==> src/rtl/alu_pkg.sv <==
// Shared definitions for the EX-stage ALU control: ALU operation codes,
// ALUOp encodings, R-type / multiply-divide funct values and the
// multiply/divide sequencer state type.
package alu_pkg;

  // ALU operation codes driven to the ALU
  localparam logic [3:0] ALU_AND  = 4'b0000;
  localparam logic [3:0] ALU_OR   = 4'b0001;
  localparam logic [3:0] ALU_ADD  = 4'b0010;
  localparam logic [3:0] ALU_XOR  = 4'b0011;
  localparam logic [3:0] ALU_SUB  = 4'b0110;
  localparam logic [3:0] ALU_SLT  = 4'b0111;
  localparam logic [3:0] ALU_SLTU = 4'b1000;
  localparam logic [3:0] ALU_NOR  = 4'b1100;

  // ALUOp encodings from main control
  localparam logic [1:0] ALUOP_MEM   = 2'b00;  // load/store address add
  localparam logic [1:0] ALUOP_BEQ   = 2'b01;  // branch compare subtract
  localparam logic [1:0] ALUOP_RTYPE = 2'b10;  // decode the funct field
  localparam logic [1:0] ALUOP_IMM   = 2'b11;  // immediate add

  // R-type ALU funct values
  localparam logic [5:0] F_ADD  = 6'b100000;
  localparam logic [5:0] F_ADDU = 6'b100001;
  localparam logic [5:0] F_SUB  = 6'b100010;
  localparam logic [5:0] F_SUBU = 6'b100011;
  localparam logic [5:0] F_AND  = 6'b100100;
  localparam logic [5:0] F_OR   = 6'b100101;
  localparam logic [5:0] F_XOR  = 6'b100110;
  localparam logic [5:0] F_NOR  = 6'b100111;
  localparam logic [5:0] F_SLT  = 6'b101010;
  localparam logic [5:0] F_SLTU = 6'b101011;

  // Multiply/divide funct values
  localparam logic [5:0] F_MFHI  = 6'b010000;
  localparam logic [5:0] F_MTHI  = 6'b010001;
  localparam logic [5:0] F_MFLO  = 6'b010010;
  localparam logic [5:0] F_MTLO  = 6'b010011;
  localparam logic [5:0] F_MULT  = 6'b011000;
  localparam logic [5:0] F_MULTU = 6'b011001;
  localparam logic [5:0] F_DIV   = 6'b011010;
  localparam logic [5:0] F_DIVU  = 6'b011011;

  typedef enum logic [1:0] {
    ST_IDLE = 2'd0,
    ST_MUL  = 2'd1,
    ST_DIV  = 2'd2,
    ST_FIX  = 2'd3
  } md_state_e;

  // Multiply/divide class: funct 0100xx or 0110xx
  function automatic logic is_md_funct(input logic [5:0] f);
    return (f[5:4] == 2'b01) && (f[2] == 1'b0);
  endfunction

endpackage

==> src/rtl/alu_control_md_md_seq.sv <==
// Multiply/divide sequencer with the HI/LO registers. Works on operand
// magnitudes and applies sign corrections in a final FIX cycle.
// Build option: FAST_MUL_EN replaces the iterative multiply with a
// registered full-width multiply (MUL holds one cycle, then FIX).
module md_seq
  import alu_pkg::*;
#(
  parameter int DATA_W = 32
) (
  input  logic              clk,
  input  logic              rst_n,
  input  logic              i_md_hit,
  input  logic              i_flush,
  input  logic [5:0]        i_funct,
  input  logic [DATA_W-1:0] i_rs,
  input  logic [DATA_W-1:0] i_rt,
  output logic              o_busy,
  output logic [DATA_W-1:0] o_hi,
  output logic [DATA_W-1:0] o_lo
);

  localparam int CNT_W = $clog2(DATA_W) + 1;

  md_state_e         r_state;
  logic [CNT_W-1:0]  r_cnt;
  logic [DATA_W-1:0] r_acc;     // product high half / partial remainder
  logic [DATA_W-1:0] r_qlo;     // multiplier then product low half / quotient
  logic [DATA_W-1:0] r_opb;     // multiplicand / divisor magnitude
  logic              r_neg_lo;  // product sign or quotient sign
  logic              r_neg_hi;  // remainder sign (follows dividend)
  logic              r_dz;      // divisor was zero
  logic              r_is_div;
  logic [DATA_W-1:0] r_hi;
  logic [DATA_W-1:0] r_lo;

  logic              w_signed;
  logic              w_a_neg;
  logic              w_b_neg;
  logic [DATA_W-1:0] w_a_mag;
  logic [DATA_W-1:0] w_b_mag;
  logic              w_last;

  assign w_signed = (i_funct == F_MULT) || (i_funct == F_DIV);
  assign w_a_neg  = w_signed & i_rs[DATA_W-1];
  assign w_b_neg  = w_signed & i_rt[DATA_W-1];
  assign w_a_mag  = w_a_neg ? -i_rs : i_rs;
  assign w_b_mag  = w_b_neg ? -i_rt : i_rt;
  assign w_last   = (r_cnt == CNT_W'(DATA_W - 1));

`ifdef FAST_MUL_EN
  logic [2*DATA_W-1:0] w_fast_prod;
  assign w_fast_prod = {{DATA_W{1'b0}}, r_qlo} * {{DATA_W{1'b0}}, r_opb};
`else
  // Shift-add step: add multiplicand when the current multiplier bit is set,
  // then shift the {acc, qlo} pair right by one.
  logic [DATA_W:0] w_mul_sum;
  assign w_mul_sum = {1'b0, r_acc} + (r_qlo[0] ? {1'b0, r_opb} : {(DATA_W+1){1'b0}});
`endif

  // Restoring divide step: shift in the next dividend bit, subtract if it fits.
  // When the subtraction fits, the true result is below the divisor, so the
  // truncated W-bit difference is exact.
  logic [DATA_W:0]   w_div_tmp;
  logic              w_div_ge;
  logic [DATA_W-1:0] w_div_sub;
  assign w_div_tmp = {r_acc, r_qlo[DATA_W-1]};
  assign w_div_ge  = (w_div_tmp >= {1'b0, r_opb});
  assign w_div_sub = w_div_tmp[DATA_W-1:0] - r_opb;

  // Sign corrections applied in FIX
  logic [2*DATA_W-1:0] w_prod;
  logic [2*DATA_W-1:0] w_prod_fix;
  logic [DATA_W-1:0]   w_quo_fix;
  logic [DATA_W-1:0]   w_rem_fix;
  assign w_prod     = {r_acc, r_qlo};
  assign w_prod_fix = r_neg_lo ? -w_prod : w_prod;
  assign w_quo_fix  = r_dz ? {DATA_W{1'b1}} : (r_neg_lo ? -r_qlo : r_qlo);
  assign w_rem_fix  = r_neg_hi ? -r_acc : r_acc;

  // Sequencer FSM, datapath and HI/LO update
  // NOTE: every register here uses non-blocking assignment so all state
  // updates see the pre-edge values, matching real flop behaviour.
  always_ff @(posedge clk or negedge rst_n) begin
    if (!rst_n) begin
      // NOTE: HI/LO are architecturally visible, so they are reset along with
      // the control state rather than left as unreset storage.
      r_state  <= ST_IDLE;
      r_cnt    <= '0;
      r_acc    <= '0;
      r_qlo    <= '0;
      r_opb    <= '0;
      r_neg_lo <= 1'b0;
      r_neg_hi <= 1'b0;
      r_dz     <= 1'b0;
      r_is_div <= 1'b0;
      r_hi     <= '0;
      r_lo     <= '0;
    end else begin
      case (r_state)
        ST_IDLE: begin
          if (i_md_hit && !i_flush) begin
            case (i_funct)
              F_MULT, F_MULTU: begin
                r_acc    <= '0;
                r_qlo    <= w_a_mag;
                r_opb    <= w_b_mag;
                r_neg_lo <= w_a_neg ^ w_b_neg;
                r_neg_hi <= 1'b0;
                r_dz     <= 1'b0;
                r_is_div <= 1'b0;
                r_cnt    <= '0;
                r_state  <= ST_MUL;
              end
              F_DIV, F_DIVU: begin
                r_acc    <= '0;
                r_qlo    <= w_a_mag;
                r_opb    <= w_b_mag;
                r_neg_lo <= w_a_neg ^ w_b_neg;
                r_neg_hi <= w_a_neg;
                r_dz     <= (w_b_mag == '0);
                r_is_div <= 1'b1;
                r_cnt    <= '0;
                r_state  <= ST_DIV;
              end
              F_MTHI:  r_hi <= i_rs;
              F_MTLO:  r_lo <= i_rs;
              default: ;
            endcase
          end
        end
        ST_MUL: begin
          if (i_flush) begin
            r_state <= ST_IDLE;
          end else begin
`ifdef FAST_MUL_EN
            {r_acc, r_qlo} <= w_fast_prod;
            r_state        <= ST_FIX;
`else
            r_acc <= w_mul_sum[DATA_W:1];
            r_qlo <= {w_mul_sum[0], r_qlo[DATA_W-1:1]};
            r_cnt <= r_cnt + 1'b1;
            if (w_last) r_state <= ST_FIX;
`endif
          end
        end
        ST_DIV: begin
          if (i_flush) begin
            r_state <= ST_IDLE;
          end else begin
            r_acc <= w_div_ge ? w_div_sub : w_div_tmp[DATA_W-1:0];
            r_qlo <= {r_qlo[DATA_W-2:0], w_div_ge};
            r_cnt <= r_cnt + 1'b1;
            if (w_last) r_state <= ST_FIX;
          end
        end
        ST_FIX: begin
          if (!i_flush) begin
            if (r_is_div) begin
              r_hi <= w_rem_fix;
              r_lo <= w_quo_fix;
            end else begin
              {r_hi, r_lo} <= w_prod_fix;
            end
          end
          r_state <= ST_IDLE;
        end
        default: r_state <= ST_IDLE;
      endcase
    end
  end

  assign o_busy = (r_state != ST_IDLE);
  assign o_hi   = r_hi;
  assign o_lo   = r_lo;

endmodule

==> src/rtl/alu_control_md.sv <==
// EX-stage ALU control: combinational ALUOp/funct decode, pipeline stall
// for instructions that depend on a running multiply/divide, and MFHI/MFLO
// read-out. The sequencer itself lives in md_seq.
// Build option: FAST_MUL_EN (see md_seq) selects a 2-cycle multiply.
module alu_control_md
  import alu_pkg::*;
#(
  parameter int DATA_W = 32
) (
  input  logic              clk,
  input  logic              rst_n,
  input  logic              issue,
  input  logic [1:0]        alu_op,
  input  logic [5:0]        funct,
  input  logic [DATA_W-1:0] rs_val,
  input  logic [DATA_W-1:0] rt_val,
  input  logic              flush,
  output logic [3:0]        alu_operation,
  output logic              illegal,
  output logic              stall,
  output logic              md_busy,
  output logic [DATA_W-1:0] mf_data,
  output logic [DATA_W-1:0] hi,
  output logic [DATA_W-1:0] lo
);

  logic              w_md_hit;
  logic              w_busy;
  logic [DATA_W-1:0] w_hi;
  logic [DATA_W-1:0] w_lo;

  assign w_md_hit = issue && (alu_op == ALUOP_RTYPE) && is_md_funct(funct);

  md_seq #(.DATA_W(DATA_W)) u_md_seq (
    .clk      (clk),
    .rst_n    (rst_n),
    .i_md_hit (w_md_hit),
    .i_flush  (flush),
    .i_funct  (funct),
    .i_rs     (rs_val),
    .i_rt     (rt_val),
    .o_busy   (w_busy),
    .o_hi     (w_hi),
    .o_lo     (w_lo)
  );

  // ALU operation decode from ALUOp and funct
  // NOTE: outputs get defaults before the case so no path leaves them
  // unassigned, which would otherwise infer latches.
  always_comb begin
    alu_operation = ALU_ADD;
    illegal       = 1'b0;
    case (alu_op)
      ALUOP_BEQ: alu_operation = ALU_SUB;
      ALUOP_RTYPE: begin
        case (funct)
          F_ADD, F_ADDU: alu_operation = ALU_ADD;
          F_SUB, F_SUBU: alu_operation = ALU_SUB;
          F_AND:         alu_operation = ALU_AND;
          F_OR:          alu_operation = ALU_OR;
          F_XOR:         alu_operation = ALU_XOR;
          F_NOR:         alu_operation = ALU_NOR;
          F_SLT:         alu_operation = ALU_SLT;
          F_SLTU:        alu_operation = ALU_SLTU;
          default:       illegal = !is_md_funct(funct);
        endcase
      end
      default: ;
    endcase
  end

  // HI/LO read-out for MFHI/MFLO, zero otherwise
  always_comb begin
    mf_data = '0;
    if (w_md_hit) begin
      if (funct == F_MFHI)      mf_data = w_hi;
      else if (funct == F_MFLO) mf_data = w_lo;
    end
  end

  // Any MD-class instruction waits while the sequencer is busy
  assign stall   = w_md_hit & w_busy & ~flush;
  assign md_busy = w_busy;
  assign hi      = w_hi;
  assign lo      = w_lo;

endmodule

==> config.mk <==
export PLATFORM = sky130hd
export DESIGN_NAME = alu_control_md
export DESIGN_NICKNAME = d
export VERILOG_FILES = /design/src/rtl/alu_pkg.sv /design/src/rtl/alu_control_md_md_seq.sv /design/src/rtl/alu_control_md.sv
export SDC_FILE = /design/constraint.sdc
export NUM_CORES = 1
export LEC_CHECK = 0
export ABC_CLOCK_PERIOD_IN_PS = 3300
export CORE_ASPECT_RATIO = 0.9
export CORE_UTILIZATION = 43
export DETAILED_ROUTE_END_ITERATION = 10
export PLACE_DENSITY = 0.63
export SLEW_MARGIN = 5
export SYNTH_ARGS = -nofsm -noshare
export SYNTH_HDL_FRONTEND = slang
export SYNTH_HIERARCHICAL = 1
export SYNTH_SLANG_ARGS = --single-unit
==> constraint.sdc <==
create_clock -name clk -period 3.3 [get_ports clk]
set_input_delay 0.825 -clock clk [delete_from_list [all_inputs] [get_ports clk]]
set_output_delay 0.825 -clock clk [all_outputs]
set_load 0.02 [all_outputs]
==> summary.md, run 1 <==
| Metric | Value |
|---|---|
| Status | finished, violations left |
| Failing checks | setup timing |
| Mapped Cells | 2048 |
| Syn Std Cell Area | 15900 um2 |
| Initial core utilization | 43.8% |
| Reg2Reg Depth | 13 |
| Min-delay worst type | in -> async |
| Required @ worst endpoint | 3650 ps |
| # hold bufs at CTS | 0 |
| Seq/Total Area, Yosys | 27.1% |
| Layout cell share with drive strength beyond 1 | 23.3% |
| Largest net degree at the start of global routing | 72 |
| DRC Markers | 0 |
| Max_cap viols | 0 |
| Total nets after synthesis | 2202 |
| Commonest cells post-synth | nand2_1 (243), nor2_1 (207), o21ai_0 (194), dfrtp_1 (172), a21oi_1 (114) |
| Inserted Clock Buffers | 17 |
| Final Slew Violations | 0 |
| Setup TNS | -24.0 ps |
| Vias in the first global route | 16.6k |
| Nets | 2610 |
| Gp weighted congestion | 1.00 |
| Largest area contributor in the netlist | dfrtp_1 |
| Synth-to-Final Area Change | 35.9% |
| First-pass GRT wire length | 93500 um |
| Die footprint | 37700 um2 |
| Post-synth EDFFs | 0 |
| Synth Warn # | 6 |
| Post-synth ARST share | 100% |
| GRT Util Overall | 32.1% |
| Min Tclk post-route | 3310 ps |
| CP max stage cell | or4_4 |
| Syn_area_per_cell | 7.75 um2 |
| Setup Viol. Count Final | 4 |
| Final WS setup | -11.6 ps |
| DPL Wire Length | 47000 um |
| Routed vias | 17.5k |
| Pwr dens | 954 nW/um2 |
| R2R Setup Slk | -10 ps |
| Setup Crit Path Kind | reg -> reg |
| Critical path startpoint category | register |
| Final ANT Viol Nets | 0 |
| Later-pin clock latency in the skew report | 470 ps |
| Synth cell types | 85 |
| Core area | 36300 um2 |
| Overall die height | 184 um |
| Reg-to-Reg End | u_md_seq/o_hi[10]$_DFFE_PN0P_ |
| CP cell instances | or4_4 -> buf_6 -> nor4_4 -> buf_4 -> nand4_1 -> o21a_1 -> or3_4 -> buf_4 -> a21oi_2 -> a21oi_1 -> xnor2_2 -> a211oi_2 -> a21o_1 |
| Actual slew at the worst max-slew pin | 637 ps |
| Normalized max-slew margin | 57.5% |
| Synth top area share | 27.1% |
| Clk_skew | 28.1 ps |
| CP Capture Type | register |
| Crit path max fanout | 4 |
| Routed WL | 60800 um |
| Slowest Stage Delay on Critical Path | 580 ps |
| Antenna violations before repair | 2 |
| Most used cell, CP | buf_4 |
| Fin Hold WS | 362 ps |
| Crit Reg-Reg Startpoint | u_md_seq/r_qlo[5]$_DFFE_PN0P_ |
| Fin crit share | 100% |
| 1st-pass router iterations | 6 |
| Final core utilization | 59.5% |
| Die width | 205 um |
| Clock Path Buffers | 2 |
| Overflow after GRT | 0 |
| Final hold violation count | 0 |
| 1st-iter DRT viols | 1635 |
| Synth top area cells | dfrtp_1 (27%), xnor2_1 (6.1%), o21ai_0 (6.1%), ha_1 (6.0%), nand2_1 (5.7%) |
| Clock slew at reported path FFs | 80 ps |
| Register bit total from synthesis | 172 |
| Top-count cell post-synth | nand2_1 |
| I/O Pins | 179 |
| Arrival @ worst endpoint | 3660 ps |
| RSZ-0062 raised after global routing | yes |
| Wire per inst | 20.6 um |
| # rows | 66 |
| Fmax | 302 MHz |
| Clock Root Buffer | clkbuf_16 |
| Most used DFF post-synth | dfrtp_1 |
| CTS tree | done |
| Routed vias/inst | 5.94 |
| H-tree levels | 4 |
| Sink Count | 172 |
| Port bufs | 178 |
| Lkg Pwr | 0.00969 uW |
| Max VDD drop | 1020 uV |
sequential cells by signal (all words and copies together) (netlist names):
register	cells
u_md_seq/o_hi	32
u_md_seq/o_lo	32
u_md_seq/r_acc	32
u_md_seq/r_cnt	6
u_md_seq/r_dz	1
u_md_seq/r_is_div	1
u_md_seq/r_neg_hi	1
u_md_seq/r_neg_lo	1
u_md_seq/r_opb	32
u_md_seq/r_qlo	32
u_md_seq/r_state	2
per-stage QoR:
step                std cells  total power (uW)  setup WS, ps  cell area (um2)
detailed placement       2895             17900          -592            20400
global route             2945             21900          -143            21600
floorplan                2048             12100         -70.4            15900
CTS                      2929             20100         -1.71            21100
global placement         2895             17600          -595            20400
finish                   2945             20600         -11.6            21600
power by group:
part,switching (uW),internal (uW),leakage [uW]
sequential,820,2890,0.00222
clock,1020,1020,0.000270
combinational,8180,6650,0.00720
total,10000,10600,0.00969
cells by family (layout without fill, tap and decap cells):
family                     after synthesis  after routing  share of synthesized area (%)
and+or+nand+nor                        715            715                           21.8
AOI/OAI and AO/OA                      617            617                           24.7
buffers and inverters                  211            631                           5.38
xor gates and xnor gates               179            179                           9.88
DFF                                    172            172                           27.1
adders and majority gates               78             78                           6.24
muxes                                   76             76                           4.88
other                                    0              1                              0
how the worst max path moves through the flow:
stage | from | to | slack [ps] | cells after the start
after global routing | u_md_seq/r_qlo[0]$_DFFE_PN0P_ | u_md_seq/r_acc[29]$_DFFE_PN0P_ | -140 | 16
final | u_md_seq/r_qlo[5]$_DFFE_PN0P_ | u_md_seq/o_hi[10]$_DFFE_PN0P_ | -10 | 13
after floorplan | rt_val[0] | u_md_seq/r_dz$_DFFE_PN0P_ | -70 | 13
after global placement | rt_val[1] | u_md_seq/r_dz$_DFFE_PN0P_ | -590 | 13
after CTS | funct[3] | illegal | -2 | 6
after detailed placement | rt_val[1] | u_md_seq/r_dz$_DFFE_PN0P_ | -590 | 13
cell usage in the layout (no fill, tap or decap), drive strengths merged, types with 65 or more instances in the layout:
cell type        n
a21oi          115
buf            354
clkdlybuf4s50  127
dfrtp          172
ha              76
inv             79
mux2i           65
nand2          244
nor2           217
o21ai          200
xnor2          111
xor2            68
critical path: cells and delay by family, from the launching register on:
kind / cells / cell delay [ps]
AO/OA/AOI/OAI: 5 / 680
XOR/XNOR: 1 / 290
buffers and inverters: 3 / 490
flip-flops: 1 / 380
AND/OR/NAND/NOR: 4 / 1350
layer usage:
layer  GRT usage [%]  vias up  wire length [um]
met3            4.67      126              4900
met4            12.8        2              2160
li1                -     8201                 -
met1            43.6     8332             26300
met2            51.3      832             27300
met5               0        -                19
cell type report:
type	instances	area, um2
timing repair buffer	528	4510
tap	476	596
sequential	172	4310
clock inverter	13	128
fill	3334	14700
antenna	1	2.50
inverter	72	270
multi-input combinational	1665	11300
clock buffer	18	439
repair_timing:
| action | in CTS | in global routing |
|---|---|---|
| pin swaps | 15 | 60 |
| setup endpoints to repair | 62 | 81 |
| buffers inserted | 3 | 16 |
| resized for setup | 84 | 167 |
Note: power is estimated with default switching activity, not from simulation.
==> run 2, diff against run 1 <==
Settings changed: SLEW_MARGIN 5 to 20.
==> results of run 2 <==
No change in the layout: final DEF, timing and power equal those of run 1.
==> run 3, diff against run 2 <==
--- a/config.mk
+++ b/config.mk
@@ -6,9 +6,9 @@
 export NUM_CORES = 1
 export LEC_CHECK = 0
-export ABC_CLOCK_PERIOD_IN_PS = 3300
+export ABC_CLOCK_PERIOD_IN_PS = 4100
 export CORE_ASPECT_RATIO = 0.9
 export CORE_UTILIZATION = 43
 export DETAILED_ROUTE_END_ITERATION = 10
-export PLACE_DENSITY = 0.63
+export PLACE_DENSITY = 0.61
 export SLEW_MARGIN = 20
 export SYNTH_ARGS = -nofsm -noshare
==> constraint.sdc (replaced) <==
create_clock -name clk -period 4.1 [get_ports clk]
set_input_delay 1.23 -clock clk [delete_from_list [all_inputs] [get_ports clk]]
set_output_delay 1.23 -clock clk [all_outputs]
set_load 0.02 [all_outputs]
==> run 3 against run 2 <==
  * The flow now finishes without violations
  * Clock power down 13%
  * Die area unchanged
  * Utilization is 6.1 points lower
  * Clock-buffer cell count unchanged
  * Critical path type is now in -> out
==> summary.md, run 3 (synthesized netlist as in run 1, its figures left out) <==
| Metric | Value |
|---|---|
| Status | finished, final reports clean |
| Hold EP | u_md_seq/r_opb[19]$_DFFE_PN0P_ |
| Fin Hold WS | 485 ps |
| Crit Reg-Reg Startpoint | u_md_seq/r_qlo[0]$_DFFE_PN0P_ |
| Die width | 205 um |
| GRT Util Overall | 30.2% |
| Overflow after GRT | 0 |
| Critical path startpoint category | input pin |
| First-pass GRT wire length | 88200 um |
| # hold bufs at CTS | 0 |
| Bufs and invs on worst path | 4 |
| Clock Path Buffers | 2 |
| Inserted Clock Buffers | 17 |
| Arrival @ worst endpoint | 2800 ps |
| Hold Startpoint | u_md_seq/r_opb[19]$_DFFE_PN0P_ |
| R2R Setup Slk | 250 ps |
| Slowest Stage Delay on Critical Path | 460 ps |
| Final Slew Violations | 0 |
| Cells after DPL | 2714 |
| Min-delay worst type | reg -> reg |
| Wire per inst | 20.6 um |
| DPL Wire Length | 44300 um |
| 1st-iter DRT viols | 1781 |
| Lkg Pwr | 0.00854 uW |
| Nets | 2412 |
| Initial core utilization | 43.8% |
| Clk_skew | 14.3 ps |
| Routed vias/inst | 6.03 |
| Gp weighted congestion | 0.985 |
| I/O Pins | 179 |
| Final hold violation count | 0 |
| Pwr dens | 778 nW/um2 |
| CP Capture Type | output port |
| Most common cell after layout, fill and taps aside | nand2_1 |
| Clock slew at reported path FFs | 80 ps |
| Sink Count | 172 |
| ANT cells | 0 |
| Overall die height | 184 um |
| Setup Viol. Count Final | 0 |
| Fin crit share | 98.2% |
| Hold path cells | 2 |
| Layout cell share with drive strength beyond 1 | 12.4% |
| Min Tclk post-route | 4030 ps |
| 1st-pass router iterations | 8 |
| Routed WL | 56700 um |
| Worst path top cell family by delay | buffers and inverters |
| Largest net degree at the start of global routing | 86 |
| Reg2Reg Depth | 16 |
| CTS tree | done |
| Max VDD drop | 854 uV |
| Clock Root Buffer | clkbuf_16 |
| Vias in the first global route | 15.3k |
| Synth-to-Final Area Change | 22.1% |
| Crit path max fanout | 32 |
| Antenna violations before repair | 0 |
| Later-pin clock latency in the skew report | 470 ps |
| Normalized max-slew margin | 46.0% |
| Most frequent cells in the layout | nand2_1 (243), nor2_1 (206), o21ai_0 (194) |
| Reg-to-Reg End | u_md_seq/r_acc[29]$_DFFE_PN0P_ |
| Non-Filler Instances | 2747 |
| # rows | 66 |
| Setup Crit Path Kind | in -> out |
| H-tree levels | 4 |
| Final ANT Viol Nets | 0 |
| CP max stage cell | clkdlybuf4s50_1 |
| CP cell instances | clkdlybuf4s50_1 -> nor3b_4 -> buf_4 -> nand4_4 -> buf_12 -> nor2_2 -> clkdlybuf4s15_1 |
| DRC Markers | 0 |
| Max_cap viols | 0 |
| Fmax | 248 MHz |
| Required @ worst endpoint | 2870 ps |
| Die footprint | 37700 um2 |
| Port bufs | 178 |
| Actual slew at the worst max-slew pin | 810 ps |
| Core area | 36300 um2 |
| Routed vias | 16.6k |
==> run 3: changes by cell type in the layout (fill, tap and decap cells not counted), sizes merged <==
cell,change
buf,-200
clkbuf,+12
clkdlybuf4s50,+9
clkdlybuf4s15,-8
dlymetal6s2s,-8
dlygate4sd2,-4
clkinv,+3
clkinvlp,-3
bufinv,+2
diode,-1
dlygate4sd1,+1
inv,-1
==> run 3: worst max path at each step <==
stage                     startpoint                   endpoint  cells past startpoint
final                       funct[5]                 mf_data[2]                      7
after global routing       rt_val[1]  u_md_seq/r_dz$_DFFE_PN0P_                     13
after CTS                   funct[2]                    illegal                      6
after detailed placement   alu_op[1]                    illegal                      5
after global placement     alu_op[1]                    illegal                      5
after floorplan            rt_val[0]  u_md_seq/r_dz$_DFFE_PN0P_                     13
==> run 3: power breakdown <==
group / internal, uW / switching [uW] / leakage [uW]
registers: 2320 / 923 / 0.00223
clock network: 938 / 832 / 0.000307
logic: 4250 / 5800 / 0.00600
==> run 3: what timing repair did <==
item                                    4_1_cts  5_1_grt
pin swaps                                     1        0
gates resized for setup                      47       69
endpoints found under the setup margin       38       38
setup buffers                                 1        0
==> run 3: layout make-up <==
cell class	count	area [um2]
sequential	172	4300
timing repair buffer	330	2820
tap	476	596
fill	3521	16900
clock inverter	14	200
multi-input combinational	1665	10800
clock buffer	18	429
inverter	72	270
==> run 3: through the flow <==
step | TNS, ps | power (uW) | utilization [%] | setup WS [ps] | area (um2)
2_1_floorplan | 0 | 9750 | - | 261 | 15900
3_3_place_gp | -9040 | 13000 | 52.0 | -284 | 18900
3_5_place_dp | -9830 | 13100 | 52.0 | -294 | 18900
4_1_cts | -56.6 | 14900 | 53.7 | -56.6 | 19500
5_1_grt | -1.81 | 16100 | 53.4 | -1.81 | 19400
6_report | 0 | 15100 | 53.4 | 72.1 | 19400
==> run 3: worst register-to-register path, cell delays in order, from the launching register on <==
cell and delay (ps):
dfrtp_1 440, inv_1 120, buf_4 200, buf_4 260
nor2_1 70, ha_1 330, a21oi_1 180, o21a_1 220
o21ai_0 150, a2111o_1 430, a21o_1 180, a221oi_1 310
buf_4 210, or3_1 160, a31oi_1 110, xnor2_1 180
o221ai_1 150
==> run 3: per-layer routing <==
layer / GRT usage, % / part of all wire [%] / vias to the layer above
met3: 4.26 / 7.4 / 106
met4: 9.31 / 2.6 / 0
li1: - / - / 7830
met1: 42.3 / 45 / 7924
met5: 0 / 0 / -
met2: 47.8 / 45 / 695
